$ cat src/rtl/stage_if_pkg.sv
// Shared CPU definitions for the pipeline stages: fetch FSM encodings,
// the NOP word and the redirect alignment helper.
package stage_if_pkg;

  typedef enum logic [3:0] {
    s_INIT = 4'b0001,
    s_IF   = 4'b0010,
    s_IW   = 4'b0100,
    s_HOLD = 4'b1000
  } if_state_e;

  localparam logic [31:0] NOP_INST = 32'h0000_0013;
  localparam logic [31:0] RESET_PC = 32'h0000_0000;

  // Redirect targets are forced onto a word boundary.
  function automatic logic [31:0] align_word(input logic [31:0] addr);
    return addr & ~32'h0000_0003;
  endfunction

endpackage

$ cat src/rtl/stage_if.sv
// Instruction fetch stage: one outstanding request at a time, redirect and
// squash from later stages, and a stall-aware hand-off of IR/PC_O to ID.
module stage_if
  import stage_if_pkg::*;
(
  input  logic        clk,
  input  logic        rst_n,
  output logic [31:0] PC,
  output logic        Inst_Req_Valid,
  input  logic        Inst_Req_Ready,
  input  logic [31:0] Instruction,
  input  logic        Inst_Valid,
  output logic        Inst_Ready,
  output logic [31:0] IR,
  output logic [31:0] PC_O,
  output logic        Done_O,
  input  logic [31:0] next_PC,
  input  logic        Feedback_Branch,
  input  logic        Feedback_Mem_Acc,
  output logic [31:0] Fetch_Cnt
);

  if_state_e state, state_next;
  logic      discard;
  logic      capture;
  logic      set_discard;
  logic      clr_discard;
  logic      done_clr;

  always_ff @(posedge clk or negedge rst_n) begin
    if (!rst_n) state <= s_INIT;
    else        state <= state_next;
  end

  // A response whose request was overtaken by a redirect is still consumed,
  // so the memory never sees a second request while one is in flight.
  always_comb begin
    state_next     = state;
    Inst_Req_Valid = 1'b0;
    Inst_Ready     = 1'b0;
    capture        = 1'b0;
    set_discard    = 1'b0;
    clr_discard    = 1'b0;
    done_clr       = 1'b0;
    case (state)
      s_INIT: state_next = s_IF;
      s_IF: begin
        Inst_Req_Valid = 1'b1;
        if (Inst_Req_Ready) begin
          state_next  = s_IW;
          set_discard = Feedback_Branch;
        end
      end
      s_IW: begin
        Inst_Ready = 1'b1;
        if (Inst_Valid) begin
          if (Feedback_Branch || discard) begin
            clr_discard = 1'b1;
            state_next  = s_IF;
          end else begin
            capture    = 1'b1;
            state_next = s_HOLD;
          end
        end else if (Feedback_Branch) begin
          set_discard = 1'b1;
        end
      end
      s_HOLD: begin
        if (Feedback_Branch || !Feedback_Mem_Acc) begin
          done_clr   = 1'b1;
          state_next = s_IF;
        end
      end
      default: state_next = s_INIT;
    endcase
  end

  always_ff @(posedge clk or negedge rst_n) begin
    if (!rst_n) begin
      PC        <= RESET_PC;
      IR        <= NOP_INST;
      PC_O      <= 32'h0;
      Done_O    <= 1'b0;
      Fetch_Cnt <= 32'h0;
      discard   <= 1'b0;
    end else begin
      if (Feedback_Branch) PC <= align_word(next_PC);
      else if (capture)    PC <= PC + 32'd4;

      if (capture) begin
        IR   <= Instruction;
        PC_O <= PC;
      end

      if (capture)       Done_O <= 1'b1;
      else if (done_clr) Done_O <= 1'b0;

      if (set_discard)      discard <= 1'b1;
      else if (clr_discard) discard <= 1'b0;

      // A delivery counts once ID actually takes it (not stalled).
      if (Done_O && !Feedback_Mem_Acc) Fetch_Cnt <= Fetch_Cnt + 32'd1;
    end
  end

endmodule

$ cat config.mk
export PLATFORM = sky130hd
export DESIGN_NAME = stage_if
export DESIGN_NICKNAME = d
export VERILOG_FILES = /design/src/rtl/stage_if_pkg.sv /design/src/rtl/stage_if.sv
export SDC_FILE = /design/constraint.sdc
export NUM_CORES = 1
export LEC_CHECK = 0
export CAP_MARGIN = 20
export CORE_MARGIN = 5
export CORE_UTILIZATION = 43
export CTS_BUF_LIST = sky130_fd_sc_hd__clkbuf_8
export DETAILED_ROUTE_END_ITERATION = 10
export PLACE_DENSITY = 0.79
export SLEW_MARGIN = 20
export SYNTH_ARGS = -nofsm -noshare
export SYNTH_HDL_FRONTEND = slang
export SYNTH_SLANG_ARGS = --single-unit
$ cat constraint.sdc
create_clock -name clk -period 2 [get_ports clk]
set_clock_uncertainty 0.05 [all_clocks]
set_input_delay 0.6 -clock clk [delete_from_list [all_inputs] [get_ports clk]]
set_output_delay 0.6 -clock clk [all_outputs]
set_load 0.1 [all_outputs]
Word-level counts from Yosys, hierarchy flattened
Cells that the tools add are included.
- multiplexer cells: 25
- equality and inequality tests: 7
- reductions and logical operators: 8
- $add $sub $neg: 2
- operators by type and width (cell ; number):
    two-way mux 32 bit ; 2
    adder 32 x 1 -> 32 bit, second input constant ; 1
    adder 32 x 3 -> 32 bit, second input constant ; 1
    two-way mux 1 bit ; 17
    two-way mux 4 bit ; 4
    one-hot mux 4 bit (4 select lines) ; 1
    inequality test 2 bit, second input constant ; 3
    nonzero test 2 bit ; 3
    == test 4 x 1 -> 1 bit, second input constant ; 1
    == test 4 x 2 -> 1 bit, second input constant ; 1
    == test 4 x 3 -> 1 bit, second input constant ; 1
    == test 4 bit, second input constant ; 1
    AND reduction 3 bit ; 1
    logical OR 1 bit ; 2
    one-hot mux 1 bit (2 select lines) ; 1
    logical AND 1 bit ; 1
    logical NOT 1 bit ; 1
- word-level logic and storage cells: 49
- flip-flop bits (word level): 134
- bits of input ports: 70

Longest topological paths before layout
- word-level depth: 6
- depth in mapped cells: 6
- mapped depth without buffers: 5

Least setup slack after synthesis
No wires, ideal clock.
- path kind: reg2out
- from: reg state[3]
- to: out Inst_Req_Valid
- data arrival time: 3722 ps
- stages on the path, launching flop included: 2
- slack: -2372 ps
- required time: 1350 ps
- cell sequence: dfrtp_1 > nor4b_1
- cells in the longest elaborated chain, start to end: 2
- ends and longest elaborated chain (item ; line ; source):
    from (decl) ; stage_if.sv:23 ; if_state_e state, state_next;
    from (signal assigned) ; stage_if.sv:31 ; if (!rst_n) state <= s_INIT;
    from (signal assigned) ; stage_if.sv:32 ; else state <= state_next;
    == test 4 x 2 -> 1 bit ; stage_if.sv:45 ; case (state)
    two-way mux 1 bit ; stage_if.sv:45 ;
    to (decl) ; stage_if.sv:9 ; output logic Inst_Req_Valid,
No other way between the ends.

Final worst setup path
- from: reg state[0]
- to: out Inst_Ready
- cells in the longest elaborated chain, start to end: 2
- ends and longest elaborated chain (item ; line ; source):
    == test 4 x 3 -> 1 bit ; stage_if.sv:45 ;
    two-way mux 1 bit ; stage_if.sv:45 ;
    to (decl) ; stage_if.sv:13 ; output logic Inst_Ready,
No other way between the ends.

==> impl_metrics.tcl <==
set metrics [dict create \
    ys_ff_latch 130 \
    drv_cap 0 \
    stdcell_count 1007 \
    die_h_um 128 \
    asyncSetResetFlopFracSynth 1.00 \
    maxSlewViolCount 0 \
    clock_sinks 130 \
    rsz0062_at_grt "true" \
    cts_tree "done" \
    synthMuxAreaShare 0.117 \
    yosysUniqueCellTypes 55 \
    crit_path_cell_trace "or4b_4, clkinv_8, buf_8, buf_12" \
    layout-drive-gt1-share 0.491 \
    gp_congestion 0.882 \
    status "finished with violations" \
    cts_max_path_buffers 2 \
    ios 201 \
    grt_pass1_vias 5929 \
    die_x_um 128 \
    setup_violations 87 \
    synth_xor_area_frac 0.0581 \
    post-route-min-period_ns 2.41 \
    yosys-top-cells-area "dfrtp_1 (52%), mux2_2 (12%), xnor2_1 (5.1%)" \
    critPathKind "reg2out" \
    synthSimpleGateAreaFrac 0.180 \
    cts_buffers 17 \
    synth_top_family_by_area "simple AND/OR/NAND/NOR gates" \
    synth_area_mm2 0.00603 \
    wl_um 21100 \
    dp_slack_ns -0.551 \
    dp.cells 950 \
    worstMarginPinSlew_ns 0.698 \
    yosysWarnings 0 \
    finalNetCount 886 \
    hold_end "Fetch_Cnt[21]$_DFFE_PN0P_" \
    cts_root_buf "clkbuf_8" \
    grt_pass1_wl_um 32400 \
    period_share 1.21 \
    syn_avg_cell_area_um2 11.3 \
    max-vdd-ir-drop_mv 1.47 \
    p_leak_uw 0.00492 \
    grtUsageTotal 0.250 \
    required_ns 1.35 \
    finalSetupTns_ns -23.77 \
    antenna_found_initial 0 \
    first_pass_iters 5 \
    wl_per_cell_um 21.0 \
    worstReg2RegStart "state[0]$_DFFE_PN1P_" \
    place_hpwl_um 14700 \
    drt_iter0_markers 540 \
    vias 5711 \
    reg2reg_depth 6 \
    viasPerCell 5.67 \
    gr-total-overflow 0 \
    r2r_end "PC[24]$_DFFE_PN0P_" \
    synth_compound_area_frac 0.0712 \
    critPathMaxFanout 2 \
    cts.htree.levels 4 \
    synth_top_area_share 0.523 \
    violations "setup timing" \
    cp_data_arrival_time_ns 1.76 \
    worstSetupStartpointType "flip-flop" \
    clkTransAtPathRegs_ns 0.08 \
    synth-edff-count 0 \
    synthToLayoutAreaGrowth_pct 90.5 \
    hold_viol_final 0 \
    yosys_most_used_dff "dfrtp_1" \
    initial_core_util 0.436 \
    rows 43 \
    end_kind "output pin" \
    hold_start "Fetch_Cnt[21]$_DFFE_PN0P_" \
    cellPowerDensity_mw_per_mm2 1340 \
    setup_ws_ns -0.413 \
    postRouteAntennaNets 0 \
    yosys.area.top_type "dfrtp_1" \
    drc 0 \
    rrSetupSlack_ns -0.37 \
    grt_max_degree 46 \
    ys_seq_area_frac 0.540 \
    clock_latency_ns 0.45 \
    hold_path_class "reg2reg" \
    io_buffers 194 \
    min_path_cells 1 \
    core-area_mm2 0.0138 \
    yosys.area_share.adder 0.00415 \
    slowest_stage "or4b_4" \
    slew_headroom 0.528 \
    die-area_mm2 0.0165 \
    slowest_delay_ns 0.59 \
    synthCells 532 \
    antenna_cells 0 \
    fmax_ghz 0.414 \
]
[cell families after synthesis]
kind of cell,Yosys count
AND/OR/NAND/NOR,195
flip-flops,130
AO/OA/AOI/OAI,65
multiplexers,63
XOR/XNOR,40
buffers and inverters,36
adder cells (fa/ha/maj),2
other,1
[per-stage QoR]
step                      power [uW]  hold WS, ns  utilization  instance area (um^2)
after floorplan                 9010        0.254            -                  6580
after global routing           15800        0.487        0.831                 11500
after detailed placement       12500        0.403        0.755                 10400
after CTS                      15400        0.467        0.816                 11300
after global placement         12300        0.400        0.755                 10400
final                          15400        0.465        0.831                 11500
[cell usage after synthesis (all sizes together), types with 4 or more instances]
cell type	instances
nand3	31
nor3	11
clkbuf	14
nor4	11
buf	13
mux2	62
a22o	4
o21ai	16
o31ai	9
a31oi	10
a21oi	9
nor2b	5
or3	6
xor2	5
dfstp	4
xnor2	35
nor2	22
nand2	41
and4	6
nand2b	5
and3	7
dfrtp	126
or4	13
nand4	22
inv	8
[how the worst max path moves through the flow]
| stage | endpoint | slack (ns) | start |
|---|---|---|---|
| after floorplan | Inst_Req_Valid | -0.21 | state[2]$_DFFE_PN0P_ |
| after global placement | IR[20]$_DFFE_PN0P_ | -0.50 | Inst_Valid |
| after detailed placement | IR[25]$_DFFE_PN0P_ | -0.55 | Inst_Valid |
| after CTS | Inst_Ready | -0.44 | state[1]$_DFFE_PN0P_ |
| after global routing | Inst_Ready | -0.45 | state[1]$_DFFE_PN0P_ |
| final | Inst_Ready | -0.41 | state[0]$_DFFE_PN1P_ |
[power by group]
part | leakage (uW) | switching (uW) | internal, uW
registers | 0.00162 | 779 | 3280
logic | 0.00303 | 5270 | 3250
clock network | 0.000262 | 1050 | 1780
[cell type report]
cell class,count,area (um^2)
clock inverter,13,238
timing repair buffer,286,4190
clock buffer,19,262
sequential,130,3370
inverter,9,46.3
tap,180,225
multi-input combinational,370,3160
fill,646,2340
[cells in the final DEF (no fill, tap or decap), types with 5 or more instances in the layout]
master,n
bufinv_16,7
a31oi_1,9
and3_1,7
buf_8,5
nor4_4,6
nor3_1,8
dfrtp_2,28
buf_12,138
dfrtp_1,77
inv_1,9
nand4_1,22
nand2_1,40
dfrtp_4,21
or3_1,5
nand3_1,27
buf_4,60
o21ai_1,6
clkbuf_8,19
a21oi_1,8
mux2_4,61
nand2b_1,5
xnor2_1,34
buf_6,13
and4_1,6
or4_4,6
clkdlybuf4s50_1,64
nor2_1,20
nor2b_1,5
nor4_1,5
or4_1,7
xor2_1,5
o21ai_0,9
o31ai_1,7
[sequential cells by signal, indices dropped and copies added (netlist names)]
| name | count |
|---|---|
| Done_O | 1 |
| Fetch_Cnt | 32 |
| IR | 32 |
| PC | 30 |
| PC_O | 30 |
| discard | 1 |
| state | 4 |
[worst max-delay path, delay by kind of cell, from the launching register on]
kind	cells	cell delay (ns)
flip-flops	1	0.38
buffers and inverters	3	0.32
AND/OR/NAND/NOR	1	0.59
[what timing repair did]
action	CTS	global route
endpoints found under the setup margin	80	92
gates resized for setup	23	41
hold buffers	1	0
endpoints found under the hold margin	16	0
gates cloned	4	1
buffers inserted	11	14
pin swaps	8	26
[routing by layer]
metal / wire length [um] / GRT usage
met1: 8010 / 0.294
met5: 0 / 0
met4: 646 / 0.0936
met3: 1680 / 0.0756
met2: 10800 / 0.432
Note: power is estimated with default switching activity, not from simulation.
